File: config.mk
export PLATFORM = sky130hd
export DESIGN_NAME = dmem_port_arbiter_flat
export DESIGN_NICKNAME = d
export VERILOG_FILES = /design/src/rtl/dmem_arb_pkg.sv /design/src/rtl/dmem_port_arbiter_if.sv /design/src/rtl/dmem_arb_starve.sv /design/src/rtl/dmem_port_arbiter.sv /design/src/flat_wrapper.sv
export SDC_FILE = /design/constraint.sdc
export NUM_CORES = 1
export LEC_CHECK = 0
export CAP_MARGIN = 20
export CORE_AREA = 2 2 97 99
export CTS_CLUSTER_SIZE = 20
export DETAILED_ROUTE_END_ITERATION = 16
export DIE_AREA = 0 0 99 101
export HOLD_SLACK_MARGIN = 0.08
export PLACE_DENSITY = 0.78
export SLEW_MARGIN = 20
export SYNTH_ARGS = -nofsm -noshare
export SYNTH_HDL_FRONTEND = slang
export SYNTH_SLANG_ARGS = --single-unit
File: constraint.sdc
create_clock -name clk -period 2.5 [get_ports clk]
set_clock_uncertainty 0.15 [all_clocks]
set_input_delay 0.5 -clock clk [delete_from_list [all_inputs] [get_ports clk]]
set_output_delay 0.5 -clock clk [all_outputs]
set_load 0.01 [all_outputs]
File: src/rtl/dmem_arb_pkg.sv
// Shared types for the data-memory port arbiter: run-control states and read-return owner.
package dmem_arb_pkg;

  typedef enum logic [1:0] {RUN, DRAIN, HALTED} run_state_t;
  typedef enum logic {OWN_C, OWN_D} owner_t;

  localparam int RD_LAT = 1;

endpackage

File: src/rtl/dmem_port_arbiter_if.sv
// One requester port on the data memory: request fields, grant, and read return.
interface dmem_port_arbiter_if #(parameter int AW = 10) ();

  logic          req;
  logic          we;
  logic [3:0]    be;
  logic [AW-1:0] addr;
  logic [31:0]   wdata;
  logic          gnt;
  logic          rvalid;
  logic [31:0]   rdata;

  modport master (output req, we, be, addr, wdata, input gnt, rvalid, rdata);
  modport slave  (input req, we, be, addr, wdata, output gnt, rvalid, rdata);

endinterface

File: src/rtl/dmem_arb_starve.sv
// Saturating count of consecutive contended cycles the debug port has lost.
module dmem_arb_starve #(
  parameter int STARVE_MAX = 4
) (
  input  logic clk,
  input  logic rst_n,
  input  logic inc,
  input  logic clr,
  output logic at_max
);

  localparam logic [3:0] MAX = 4'(STARVE_MAX);

  logic [3:0] cnt;

  // NOTE: sequential state is written with <= only, so every flop samples pre-edge values.
  always_ff @(posedge clk or negedge rst_n) begin
    if (!rst_n)                  cnt <= '0;
    else if (clr)                cnt <= '0;
    else if (inc && cnt != MAX)  cnt <= cnt + 4'd1;
  end

  assign at_max = (cnt == MAX);

endmodule

File: src/rtl/dmem_port_arbiter.sv
// Shares a single-port sync-read data memory between the core (C) and debug (D) ports,
// with core priority, a starvation guard for D, and a halt/drain/halted run-control FSM.
module dmem_port_arbiter
  import dmem_arb_pkg::*;
#(
  parameter int AW         = 10,
  parameter int STARVE_MAX = 4
) (
  input  logic                clk,
  input  logic                rst_n,
  dmem_port_arbiter_if.slave  c,
  dmem_port_arbiter_if.slave  d,
  input  logic                halt_req,
  output logic                halt_ack,
  output logic                core_stall,
  output logic                m_en,
  output logic                m_we,
  output logic [3:0]          m_be,
  output logic [AW-1:0]       m_addr,
  output logic [31:0]         m_wdata,
  input  logic [31:0]         m_rdata
);

  run_state_t state_q, state_d;
  owner_t     rd_owner_q;
  logic       rd_pend_q;
  logic       c_win, d_win, rd_grant, starve_at_max;

  dmem_arb_starve #(.STARVE_MAX(STARVE_MAX)) u_starve (
    .clk    (clk),
    .rst_n  (rst_n),
    .inc    (state_q == RUN && c.req && d.req && c_win),
    .clr    (d_win || !d.req),
    .at_max (starve_at_max)
  );

  // NOTE: every combinational output gets a default first, so no path can infer a latch.
  always_comb begin
    c_win = 1'b0;
    d_win = 1'b0;
    if (state_q == RUN) begin
      if (c.req && (!d.req || !starve_at_max)) c_win = 1'b1;
      else if (d.req)                          d_win = 1'b1;
    end else begin
      d_win = d.req;
    end
  end

  assign c.gnt    = c_win;
  assign d.gnt    = d_win;
  assign rd_grant = (c_win && !c.we) || (d_win && !d.we);

  // A read returning this cycle is already drained; only a new read grant keeps DRAIN busy.
  always_comb begin
    state_d = state_q;
    unique case (state_q)
      RUN:     if (halt_req)  state_d = DRAIN;
      DRAIN:   if (!rd_grant) state_d = HALTED;
      HALTED:  if (!halt_req) state_d = RUN;
      default:                state_d = RUN;
    endcase
  end

  // NOTE: only control flops live here and all take the async reset; the memory array is external.
  always_ff @(posedge clk or negedge rst_n) begin
    if (!rst_n) begin
      state_q    <= RUN;
      rd_pend_q  <= 1'b0;
      rd_owner_q <= OWN_C;
    end else begin
      state_q    <= state_d;
      rd_pend_q  <= rd_grant;
      rd_owner_q <= d_win ? OWN_D : OWN_C;
    end
  end

  always_comb begin
    m_en    = 1'b0;
    m_we    = 1'b0;
    m_be    = '0;
    m_addr  = '0;
    m_wdata = '0;
    if (c_win) begin
      m_en = 1'b1; m_we = c.we; m_be = c.be; m_addr = c.addr; m_wdata = c.wdata;
    end else if (d_win) begin
      m_en = 1'b1; m_we = d.we; m_be = d.be; m_addr = d.addr; m_wdata = d.wdata;
    end
  end

  assign c.rvalid = rd_pend_q && (rd_owner_q == OWN_C);
  assign d.rvalid = rd_pend_q && (rd_owner_q == OWN_D);
  assign c.rdata  = c.rvalid ? m_rdata : 32'h0;
  assign d.rdata  = d.rvalid ? m_rdata : 32'h0;

  assign halt_ack = (state_q == HALTED);

  // With single-cycle read latency the post-grant wait ends in the c_rvalid cycle itself,
  // so it never adds a stall cycle beyond these two terms.
  assign core_stall = (state_q != RUN) || (c.req && !c_win);

endmodule

File: src/flat_wrapper.sv
// flat-port wrapper written by rule: the top's interface ports become plain ports
module dmem_port_arbiter_flat import dmem_arb_pkg::*;
#(
  parameter int AW         = 10,
  parameter int STARVE_MAX = 4
)
  (clk, rst_n, halt_req, halt_ack, core_stall, m_en, m_we, m_be, m_addr, m_wdata, m_rdata, c_req, c_we, c_be, c_addr, c_wdata, c_gnt, c_rvalid, c_rdata, d_req, d_we, d_be, d_addr, d_wdata, d_gnt, d_rvalid, d_rdata);
  dmem_port_arbiter_if #(.AW(AW)) c_i ();
  dmem_port_arbiter_if #(.AW(AW)) d_i ();
  input  logic clk;
  input  logic rst_n;
  input  logic halt_req;
  output logic halt_ack;
  output logic core_stall;
  output logic m_en;
  output logic m_we;
  output logic [3:0] m_be;
  output logic [AW-1:0] m_addr;
  output logic [31:0] m_wdata;
  input  logic [31:0] m_rdata;
  input wire logic [$bits(c_i.req)-1:0] c_req;
  input wire logic [$bits(c_i.we)-1:0] c_we;
  input wire logic [$bits(c_i.be)-1:0] c_be;
  input wire logic [$bits(c_i.addr)-1:0] c_addr;
  input wire logic [$bits(c_i.wdata)-1:0] c_wdata;
  output wire logic [$bits(c_i.gnt)-1:0] c_gnt;
  output wire logic [$bits(c_i.rvalid)-1:0] c_rvalid;
  output wire logic [$bits(c_i.rdata)-1:0] c_rdata;
  input wire logic [$bits(d_i.req)-1:0] d_req;
  input wire logic [$bits(d_i.we)-1:0] d_we;
  input wire logic [$bits(d_i.be)-1:0] d_be;
  input wire logic [$bits(d_i.addr)-1:0] d_addr;
  input wire logic [$bits(d_i.wdata)-1:0] d_wdata;
  output wire logic [$bits(d_i.gnt)-1:0] d_gnt;
  output wire logic [$bits(d_i.rvalid)-1:0] d_rvalid;
  output wire logic [$bits(d_i.rdata)-1:0] d_rdata;
  assign c_i.req = c_req;
  assign c_i.we = c_we;
  assign c_i.be = c_be;
  assign c_i.addr = c_addr;
  assign c_i.wdata = c_wdata;
  assign c_gnt = c_i.gnt;
  assign c_rvalid = c_i.rvalid;
  assign c_rdata = c_i.rdata;
  assign d_i.req = d_req;
  assign d_i.we = d_we;
  assign d_i.be = d_be;
  assign d_i.addr = d_addr;
  assign d_i.wdata = d_wdata;
  assign d_gnt = d_i.gnt;
  assign d_rvalid = d_i.rvalid;
  assign d_rdata = d_i.rdata;
  dmem_port_arbiter #(.AW(AW), .STARVE_MAX(STARVE_MAX)) u_core (.clk(clk), .rst_n(rst_n), .c(c_i), .d(d_i), .halt_req(halt_req), .halt_ack(halt_ack), .core_stall(core_stall), .m_en(m_en), .m_we(m_we), .m_be(m_be), .m_addr(m_addr), .m_wdata(m_wdata), .m_rdata(m_rdata));
endmodule
After elaboration in Yosys (flattened, before gate mapping)
Index checks and enable logic that the tools add are counted.

Bits in registers: 8. Bits of input ports: 131.

$add $sub $neg: 1. Multiplexer cells: 23. Equal/unequal tests: 7. Bitwise operators: 1. Reductions and logical operators: 23.

Operators with widths (count): 2-to-1 mux 32 bit (4); 2-to-1 mux 10 bit (2); 2-to-1 mux 4 bit (4); logical AND 1 bit (10); 2-to-1 mux 1 bit (9); 2-to-1 mux 2 bit (3); inequality test 2 bit (second input constant) (3); one-hot mux 2 bit (3 select lines) (1); zero test 1 bit (5); adder 4 x 1 -> 4 bit (second input constant) (1); == test 4 x 3 -> 1 bit (second input constant) (1); logical OR 1 bit (4); inequality test 4 x 3 -> 1 bit (second input constant) (1); nonzero test 2 bit (2); AND reduction 3 bit (1); == test 2 x 1 -> 1 bit (second input constant) (1); == test 2 bit (second input constant) (1); zero test 2 bit (1); NOT 1 bit (1).

Longest topological paths before layout
Gate-level depths: netlist (run 1).

Depth in word-level cells: 10. Mapped depth: 7. Mapped depth without buffers: 6.

Cells and area by module
Synthesis (run 1) repeated with hierarchy kept, for this count alone.

Cells, all modules: 242. Area, all modules: 1849.3 µm².

By module, submodules not included: dmem_port_arbiter (seq. area each 100.1 µm², area each 1615.3 µm², cells an instance 218, instances 1); dmem_arb_starve (seq. area each 100.1 µm², area each 234.0 µm², cells an instance 24, instances 1).

Worst setup path before layout (run 1)
OpenSTA, ideal clock, no wires.

Path kind: flip-flop to output port. Start point: reg u_core.u_starve.cnt[0]. End point: out m_addr[1]. Path slack: 0.527 ns. Data arrival time: 1.323 ns. Cell stages (with the launch flop): 7. Data required time: 1.850 ns. Cells stage by stage: dfrtp_1 > inv_1 > ha_1 > nand4b_2 > nand3_4 > buf_6 > mux2i_1.

Word-level cells in the longest chain between the ends: 8.

RTL lines: start: declaration (line dmem_arb_starve.sv:14) `logic [3:0] cnt;`; start signal: assignment (line dmem_arb_starve.sv:20) `else if (inc && cnt != MAX) cnt <= cnt + 4'd1;`; == test 4 x 3 -> 1 bit (*) (line dmem_arb_starve.sv:23) `assign at_max = (cnt == MAX);`; zero test 1 bit (*) (line dmem_port_arbiter.sv:42) `if (c.req && (!d.req || !starve_at_max)) c_win = 1'b1;`; logical OR 1 bit (*) (line dmem_port_arbiter.sv:42); logical AND 1 bit (*) (line dmem_port_arbiter.sv:42); 2-to-1 mux 1 bit (line dmem_port_arbiter.sv:42); 2-to-1 mux 1 bit (line dmem_port_arbiter.sv:41) `if (state_q == RUN) begin`; 2-to-1 mux 10 bit (line dmem_port_arbiter.sv:85) `end else if (d_win) begin`; 2-to-1 mux 10 bit (*) (line dmem_port_arbiter.sv:83) `if (c_win) begin`; end: declaration (line flat_wrapper.sv:18) `output logic [AW-1:0] m_addr;`.

Every way passes the cells marked *; elsewhere a longest branch is shown, timed or not.

Worst setup path after layout (run 1)
Start point: reg u_core.u_starve.cnt[0]. End point: out m_wdata[6].

Word-level cells in the longest chain between the ends: 8.

RTL lines: == test 4 x 3 -> 1 bit (*) (line dmem_arb_starve.sv:23); zero test 1 bit (*) (line dmem_port_arbiter.sv:42); logical OR 1 bit (*) (line dmem_port_arbiter.sv:42); logical AND 1 bit (*) (line dmem_port_arbiter.sv:42); 2-to-1 mux 1 bit (line dmem_port_arbiter.sv:42); 2-to-1 mux 1 bit (line dmem_port_arbiter.sv:41); 2-to-1 mux 32 bit (line dmem_port_arbiter.sv:85); 2-to-1 mux 32 bit (*) (line dmem_port_arbiter.sv:83); end: declaration (line flat_wrapper.sv:19) `output logic [31:0] m_wdata;`.

Marked as above.

==> results of run 1 <==
[flip-flops by register name, summed over array words and instances, names as in the netlist]
signal	count
u_core.rd_owner_q	1
u_core.rd_pend_q	1
u_core.state_q	2
u_core.u_starve.cnt	4
[stage by stage]
step	power, mW	setup slack (ns)	hold WS (ns)
floorplan	0.9449	0.5267	0.05441
global route	2.257	-0.04764	0.4100
detailed placement	1.848	-0.4569	0.3872
global placement	1.823	-0.4048	0.3812
finish	2.120	0.01923	0.3891
CTS	2.142	0.003362	0.3934
[cells in the final DEF, fill, tap and decap left out]
master	count
sky130_fd_sc_hd__a21o_1	1
sky130_fd_sc_hd__a31oi_1	1
sky130_fd_sc_hd__and2_1	34
sky130_fd_sc_hd__and2b_1	1
sky130_fd_sc_hd__and3_1	36
sky130_fd_sc_hd__buf_12	3
sky130_fd_sc_hd__buf_16	5
sky130_fd_sc_hd__buf_2	45
sky130_fd_sc_hd__buf_4	16
sky130_fd_sc_hd__buf_6	3
sky130_fd_sc_hd__clkbuf_2	3
sky130_fd_sc_hd__clkbuf_8	3
sky130_fd_sc_hd__clkdlybuf4s50_1	196
sky130_fd_sc_hd__dfrtp_1	8
sky130_fd_sc_hd__dlygate4sd2_1	2
sky130_fd_sc_hd__dlymetal6s2s_1	1
sky130_fd_sc_hd__ha_1	1
sky130_fd_sc_hd__ha_4	1
sky130_fd_sc_hd__inv_1	49
sky130_fd_sc_hd__inv_2	2
sky130_fd_sc_hd__inv_4	1
sky130_fd_sc_hd__mux2i_1	43
sky130_fd_sc_hd__mux2i_2	3
sky130_fd_sc_hd__mux2i_4	2
sky130_fd_sc_hd__nand2_1	49
sky130_fd_sc_hd__nand2b_1	1
sky130_fd_sc_hd__nand3_1	1
sky130_fd_sc_hd__nand3_4	1
sky130_fd_sc_hd__nand4b_4	1
sky130_fd_sc_hd__nor2_1	1
sky130_fd_sc_hd__nor2_4	1
sky130_fd_sc_hd__nor2b_1	2
sky130_fd_sc_hd__o21ai_0	2
sky130_fd_sc_hd__xnor2_1	1
sky130_fd_sc_hd__xor2_1	1
[how the worst max path moves through the flow]
stage	slack (ns)	from	cells past startpoint	endpoint
finish	0.02	u_core.u_starve.cnt[0]$_DFFE_PN0P_	9	m_wdata[6]
CTS	0.003	u_core.u_starve.cnt[1]$_DFFE_PN0P_	8	d_gnt
detailed placement	-0.46	c_req	5	m_wdata[2]
floorplan	0.53	u_core.u_starve.cnt[0]$_DFFE_PN0P_	6	m_addr[1]
global route	-0.05	u_core.u_starve.cnt[0]$_DFFE_PN0P_	9	m_wdata[20]
global placement	-0.40	c_req	5	m_wdata[2]
[area by class of cell]
cell class	count	share of cell area
Timing Repair Buffer	274	0.5784
Multi-Input combinational cell	184	0.2922
Sequential cell	8	0.04482
Inverter	52	0.04426
Tap cell	111	0.03109
Clock buffer	3	0.009244
[report_power, final]
part,leakage [nW],internal [mW],switching [mW],total [mW]
sequential,0.106,0.154,0.0304,0.185
clock,0.0216,0.104,0.0470,0.151
combinational,2.29,1.02,0.762,1.78
[routing by layer]
layer,part of all wire,wire length (um)
met4,0.027,250
met2,0.57,5254
met1,0.32,2939
met5,0,0
met3,0.090,837
[logic make-up (layout without fill, tap and decap cells)]
logic type / count (synthesis) / in the layout / synth area share
and+or+nand+nor: 128 / 128 / 0.3960
buffers and inverters: 72 / 329 / 0.1818
muxes: 48 / 48 / 0.2716
DFF: 8 / 8 / 0.1132
AOI/OAI and AO/OA: 4 / 4 / 0.01344
adders and majority gates: 2 / 2 / 0.01414
xor gates and xnor gates: 2 / 2 / 0.009903
[repair_timing]
item / in CTS / in global routing
buffers inserted: 8 / 1
hold endpoints to repair: 0 / 0
endpoints found under the setup margin: 49 / 40
pin swaps: 2 / 2
gates resized for setup: 208 / 10
cloned: 4 / 0
==> qor.log, run 1 <==
INFO  sta            maxSlewViolCount=0
INFO  grt            first_global_vias=2743
INFO  route          detailedRoute.firstPassIterationCount=4
INFO  route          detail_route.vias_per_cell=4.310
INFO  cells_and_area final_core_utilization=0.4976
INFO  pwr            leakage=2.422nW
INFO  clocking       post_cts_hold_buffers=0
INFO  route          route.detailed.wl_per_inst=14.69um
INFO  clocking       cts_inserted_buffers=3
INFO  sta            rsz0062_at_grt=true
INFO  sta            finalSetupViolations=0
INFO  critical_path  timing.critical_path.required=1.85ns
INFO  grt            antenna_found_initial=0
INFO  synth          yosys_most_used_dff=sky130_fd_sc_hd__dfrtp_1
INFO  placement      post-dp-hpwl=7.719mm
INFO  sta            fin_crit_sh=0.9923
INFO  synth          synth.yosys.seq_area_share=0.1132
INFO  die            fp.dieArea=0.009999mm^2
INFO  critical_path  setup.reg_to_reg.worst_slack=0.75ns
INFO  sta            timing.slew.headroom=0.7788
INFO  pwr            powerDensity=474.5mW/mm^2
INFO  synth          synthCells=264
INFO  critical_path  critical_path.reg2reg.endpoint=u_core.u_starve.cnt[0]$_DFFE_PN0P_
INFO  placement      place_inst=616
INFO  synth          async_flop_share=1.000
INFO  synth          post_synth_edffs=0
INFO  synth          synth_unique_cells=25
INFO  route          postRouteWirelength=9.281mm
INFO  synth          yosysMostFrequentCell=sky130_fd_sc_hd__inv_1
INFO  synth          post_synth_instance_area=0.001769mm^2
INFO  sta            worstMarginPinSlew=0.3308ns
INFO  synth          yosys-top-cells-count=sky130_fd_sc_hd__inv_1 (51), sky130_fd_sc_hd__nand2_1 (49), sky130_fd_sc_hd__mux2i_1 (48)
INFO  critical_path  critical_path.reg2reg.startpoint=u_core.u_starve.cnt[0]$_DFFE_PN0P_
INFO  cells_and_area layout.cell_area.non_filler=0.004467mm^2
INFO  outcome        status=finished, final reports clean
INFO  synth          syn_avg_cell_area=6.702um^2
INFO  cells_and_area multiInputGateArea=0.001305mm^2
INFO  sta            totalNegativeSetupSlack=0ns
INFO  cells_and_area syn2layout_area_growth=152.5%
INFO  clocking       cts.clk_slew.worst_paths=0.04ns
INFO  grt            grt_first_pass_wirelength=13.83mm
INFO  clocking       worst_skew_pair.late_latency=0.23ns
INFO  grt            use_met3=0.03814
INFO  synth          synth_top_area_share=0.2716
INFO  pwr            irDropWorstVdd=169.2uV
INFO  placement      port_buffers=248
INFO  grt            grt_start_max_net_pins=34
INFO  grt            gr-usage-met2=0.3779
INFO  route          detailedRoute.firstIterationViolations=25
INFO  cells_and_area fin_cells=632
INFO  placement      gpl_wtd_cong=0.8103
INFO  die            ios=249
INFO  synth          synth.net_count=397
INFO  critical_path  critical_path.cell_chain=inv_2, ha_4, nand4b_4, nand3_4, buf_6, buf_12, buf_16, mux2i_2, buf_2
INFO  sta            hold_violations=0
INFO  die            placement_rows=35
INFO  critical_path  crit_fanout=6
INFO  critical_path  worst_setup_path_end_kind=output pin
INFO  sta            final_period_minus_worst_setup_slack=2.481ns
INFO  grt            global_route.peak_usage_layer=met2
INFO  grt            grt_util_met1=0.1553
INFO  critical_path  slowest_delay=0.39ns
INFO  die            core_area=0.008977mm^2
INFO  job            drv_cap=0
INFO  critical_path  crit_family=buffers and inverters
INFO  clocking       root_buffer_cell=sky130_fd_sc_hd__clkbuf_8
INFO  synth          ys_warn_count=0
INFO  cells_and_area n_antenna_cell=0
INFO  worst_hold_path min-delay-path-class=primary input to async pin
INFO  route          final_antenna_net_count=0
INFO  critical_path  critPathBufInv=5
INFO  clocking       clock_tree_from_tritoncts=done
INFO  placement      dpl_cell_area=0.004384mm^2
INFO  cells_and_area final_nets=656
INFO  critical_path  critPathLaunchType=flip-flop
INFO  synth          synth_largest_area_cell=sky130_fd_sc_hd__mux2i_1
INFO  critical_path  cp_slowest_cell=sky130_fd_sc_hd__dfrtp_1
INFO  grt            grt_overflow=0
INFO  critical_path  critical_path_arrival=1.83ns
INFO  clocking       cts_htree_levels=1
INFO  route          route.detailed.drc=0
INFO  cells_and_area layout-drive-gt1-share=0.1727
INFO  sta            timing.fmax=403.1MHz
INFO  die            fp.dieW=99um
INFO  clocking       max-clock-path-buffers=2
INFO  route          route.vias.total=2724
INFO  cells_and_area total_area_of_sequential_cells=200.2um^2
INFO  die            initial_utilization=0.1971
INFO  grt            grt_use_total=0.1756
INFO  critical_path  crit_type=flip-flop to output pin
INFO  clocking       cts_num_sinks=8
INFO  critical_path  reg2reg_depth=9
INFO  synth          post_synth_main_area_contributors=sky130_fd_sc_hd__mux2i_1 (27%), sky130_fd_sc_hd__and3_1 (13%), sky130_fd_sc_hd__and2_1 (12%)
INFO  die            die_height=101um
INFO  synth          ys_seq_elements=8
INFO  cells_and_area fillCellCount=903
Note: power is estimated with default switching activity, not from simulation.
==> run 2: changes to the inputs <==
- GPL_ROUTABILITY_DRIVEN: unset -> 0
==> qor.log, run 2 (synthesis results as in run 1) <==
INFO  critical_path  timing.critical_path.required=1.85ns
INFO  grt            grt_first_pass_wirelength=13.48mm
INFO  grt            grt_overflow=0
INFO  clocking       cts.clk_slew.worst_paths=0.04ns
INFO  clocking       worst_skew_pair.late_latency=0.22ns
INFO  critical_path  critical_path.reg2reg.startpoint=u_core.u_starve.cnt[0]$_DFFE_PN0P_
INFO  route          detailedRoute.firstPassIterationCount=4
INFO  clocking       post_cts_hold_buffers=0
INFO  cells_and_area final_nets=651
INFO  critical_path  critical_path.reg2reg.endpoint=u_core.u_starve.cnt[0]$_DFFE_PN0P_
INFO  route          final_antenna_net_count=0
INFO  cells_and_area total_area_of_sequential_cells=200.2um^2
INFO  grt            grt_start_max_net_pins=34
INFO  cells_and_area layout.cells.most_common=sky130_fd_sc_hd__clkdlybuf4s50_1
INFO  cells_and_area multiInputGateArea=0.001301mm^2
INFO  pwr            power.switching=834.1uW
INFO  pwr            sequentialPowerShare=0.086
INFO  critical_path  critPathLaunchType=flip-flop
INFO  sta            hold_ws=0.3919ns
INFO  sta            fin_crit_sh=0.9859
INFO  cells_and_area fillCellCount=908
INFO  pwr            leakage=2.403nW
INFO  grt            grt_use_total=0.1692
INFO  pwr            power.share.switching=0.3903
INFO  critical_path  critical_path_arrival=1.81ns
INFO  critical_path  worst_setup_path_end_kind=output pin
INFO  clocking       cts_htree_levels=1
INFO  cells_and_area layout_common_cells=sky130_fd_sc_hd__clkdlybuf4s50_1 (198), sky130_fd_sc_hd__inv_1 (49), sky130_fd_sc_hd__nand2_1 (49), sky130_fd_sc_hd__buf_2 (45), sky130_fd_sc_hd__mux2i_1 (44)
INFO  worst_hold_path min-delay-path-class=primary input to async pin
INFO  grt            antenna_found_initial=0
INFO  placement      post-dp-hpwl=7.674mm
INFO  pwr            power.share.combinational=0.844
INFO  sta            rsz0062_at_grt=true
INFO  sta            post-route-worst-setup-slack=0.03513ns
INFO  placement      dp_slack=-0.4998ns
INFO  sta            finalSetupViolations=0
INFO  outcome        status=finished, final reports clean
INFO  pwr            powerDensity=478.2mW/mm^2
INFO  clocking       clock_tree_from_tritoncts=done
INFO  sta            timing.slew.headroom=0.7802
INFO  placement      place_inst=615
INFO  die            ios=249
INFO  pwr            share_clk_of_total_power=0.070
INFO  cells_and_area layout.cell_area.non_filler=0.004469mm^2
INFO  pwr            totalPowerFinal=2.137mW
INFO  critical_path  reg2reg_depth=8
INFO  sta            timing.fmax=405.7MHz
INFO  sta            maxSlewViolCount=0
INFO  route          route.detailed.drc=0
INFO  sta            hold_violations=0
INFO  cells_and_area n_antenna_cell=0
INFO  die            initial_utilization=0.1971
INFO  cells_and_area top_register=u_core.u_starve.cnt
INFO  route          route.vias.total=2636
INFO  sta            worstMarginPinSlew=0.3287ns
INFO  cells_and_area fin_cells=627
INFO  critical_path  crit_fanout=6
INFO  pwr            internal_power=1.303mW
INFO  grt            first_global_vias=2726
INFO  die            fp.dieArea=0.009999mm^2
INFO  clocking       cts_num_sinks=8
INFO  critical_path  crit_type=flip-flop to output pin
INFO  pwr            irDropWorstVdd=195.5uV
INFO  route          detail_route.vias_per_cell=4.204
INFO  die            placement_rows=35
INFO  route          detailedRoute.firstIterationViolations=18
INFO  cells_and_area syn2layout_area_growth=152.6%
INFO  route          route.detailed.wl_per_inst=14.70um
INFO  route          postRouteWirelength=9.216mm
INFO  placement      port_buffers=248
INFO  cells_and_area layout-drive-gt1-share=0.1589
INFO  job            drv_cap=0
INFO  die            die_height=101um
INFO  clocking       max-clock-path-buffers=2
INFO  die            fp.dieW=99um
INFO  sta            final_period_minus_worst_setup_slack=2.465ns
INFO  die            core_area=0.008977mm^2
INFO  cells_and_area largest_reg_flops=4
INFO  critical_path  start_point_of_the_critical_path=u_core.u_starve.cnt[0]$_DFFE_PN0P_
INFO  clocking       root_buffer_cell=sky130_fd_sc_hd__clkbuf_8
INFO  critical_path  setup.reg_to_reg.worst_slack=0.84ns
INFO  cells_and_area layout_top_registers=u_core.u_starve.cnt: 4 flops, u_core.state_q: 2 flops
INFO  clocking       cts_inserted_buffers=3
INFO  placement      dpl_cell_area=0.004389mm^2
run 2: cell types whose count changed in the layout (fill, tap and decap cells not counted), sizes merged:
cell | previous run | this run
dlymetal6s2s | 1 | 0
clkdlybuf4s50 | 196 | 198
clkbuf | 6 | 4
buf | 72 | 65
clkdlybuf4s15 | 0 | 3
run 2: how the worst max path moves through the flow:
| stage | to | slack, ns | cells past startpoint |
|---|---|---|---|
| final | c_gnt | 0.04 | 7 |
| after global routing | m_wdata[22] | -0.04 | 9 |
| after CTS | m_addr[1] | 0.01 | 8 |
| after detailed placement | m_wdata[2] | -0.50 | 5 |
| after global placement | m_wdata[2] | -0.47 | 5 |
| after floorplan | m_addr[1] | 0.53 | 6 |
run 2: cell type report:
class | count | area share
sequential | 8 | 0.04479
inverter | 52 | 0.04423
tap | 111 | 0.03107
timing repair buffer | 269 | 0.5795
multi-input combinational | 184 | 0.2912
clock buffer | 3 | 0.009239
run 2: layer usage:
layer  track usage  routed length, um  vias up
li1              -                  -     1324
met1        0.1441               2833     1136
met2        0.3690               5208      161
met3       0.04577                983       15
met4       0.04953                191        0
met5             0                  0        -
run 2: critical path, stage by stage (launching register included):
cell and delay, ns:
sky130_fd_sc_hd__dfrtp_1 0.35, sky130_fd_sc_hd__inv_2 0.06, sky130_fd_sc_hd__ha_4 0.16, sky130_fd_sc_hd__nand4b_4 0.11, sky130_fd_sc_hd__nand3_4 0.13, sky130_fd_sc_hd__buf_4 0.21, sky130_fd_sc_hd__inv_4 0.05, sky130_fd_sc_hd__clkdlybuf4s50_1 0.53
run 2: power groups by stage:
stage                     clock [mW]  sequential, mW  combinational (mW)
after CTS                      0.152           0.184                1.77
after global routing           0.160           0.189                1.92
after detailed placement           0           0.185                1.67
final                          0.149           0.184                1.80
after global placement             0           0.183                1.65
after floorplan                    0           0.185               0.760
run 2: what timing repair did:
| action | CTS | global route |
|---|---|---|
| setup endpoints to repair | 50 | 12 |
| cloned | 4 | 1 |
| hold endpoints to repair | 0 | 0 |
| pin swaps | 1 | 2 |
| setup buffers | 3 | 1 |
| gates resized for setup | 209 | 3 |
run 2: metrics by stage:
stage | setup TNS [ns] | util
after CTS | 0 | 0.4930
final | 0 | 0.4978
after global placement | -14.87 | 0.4889
after floorplan | 0 | -
after global routing | -0.1479 | 0.4978
after detailed placement | -16.87 | 0.4889
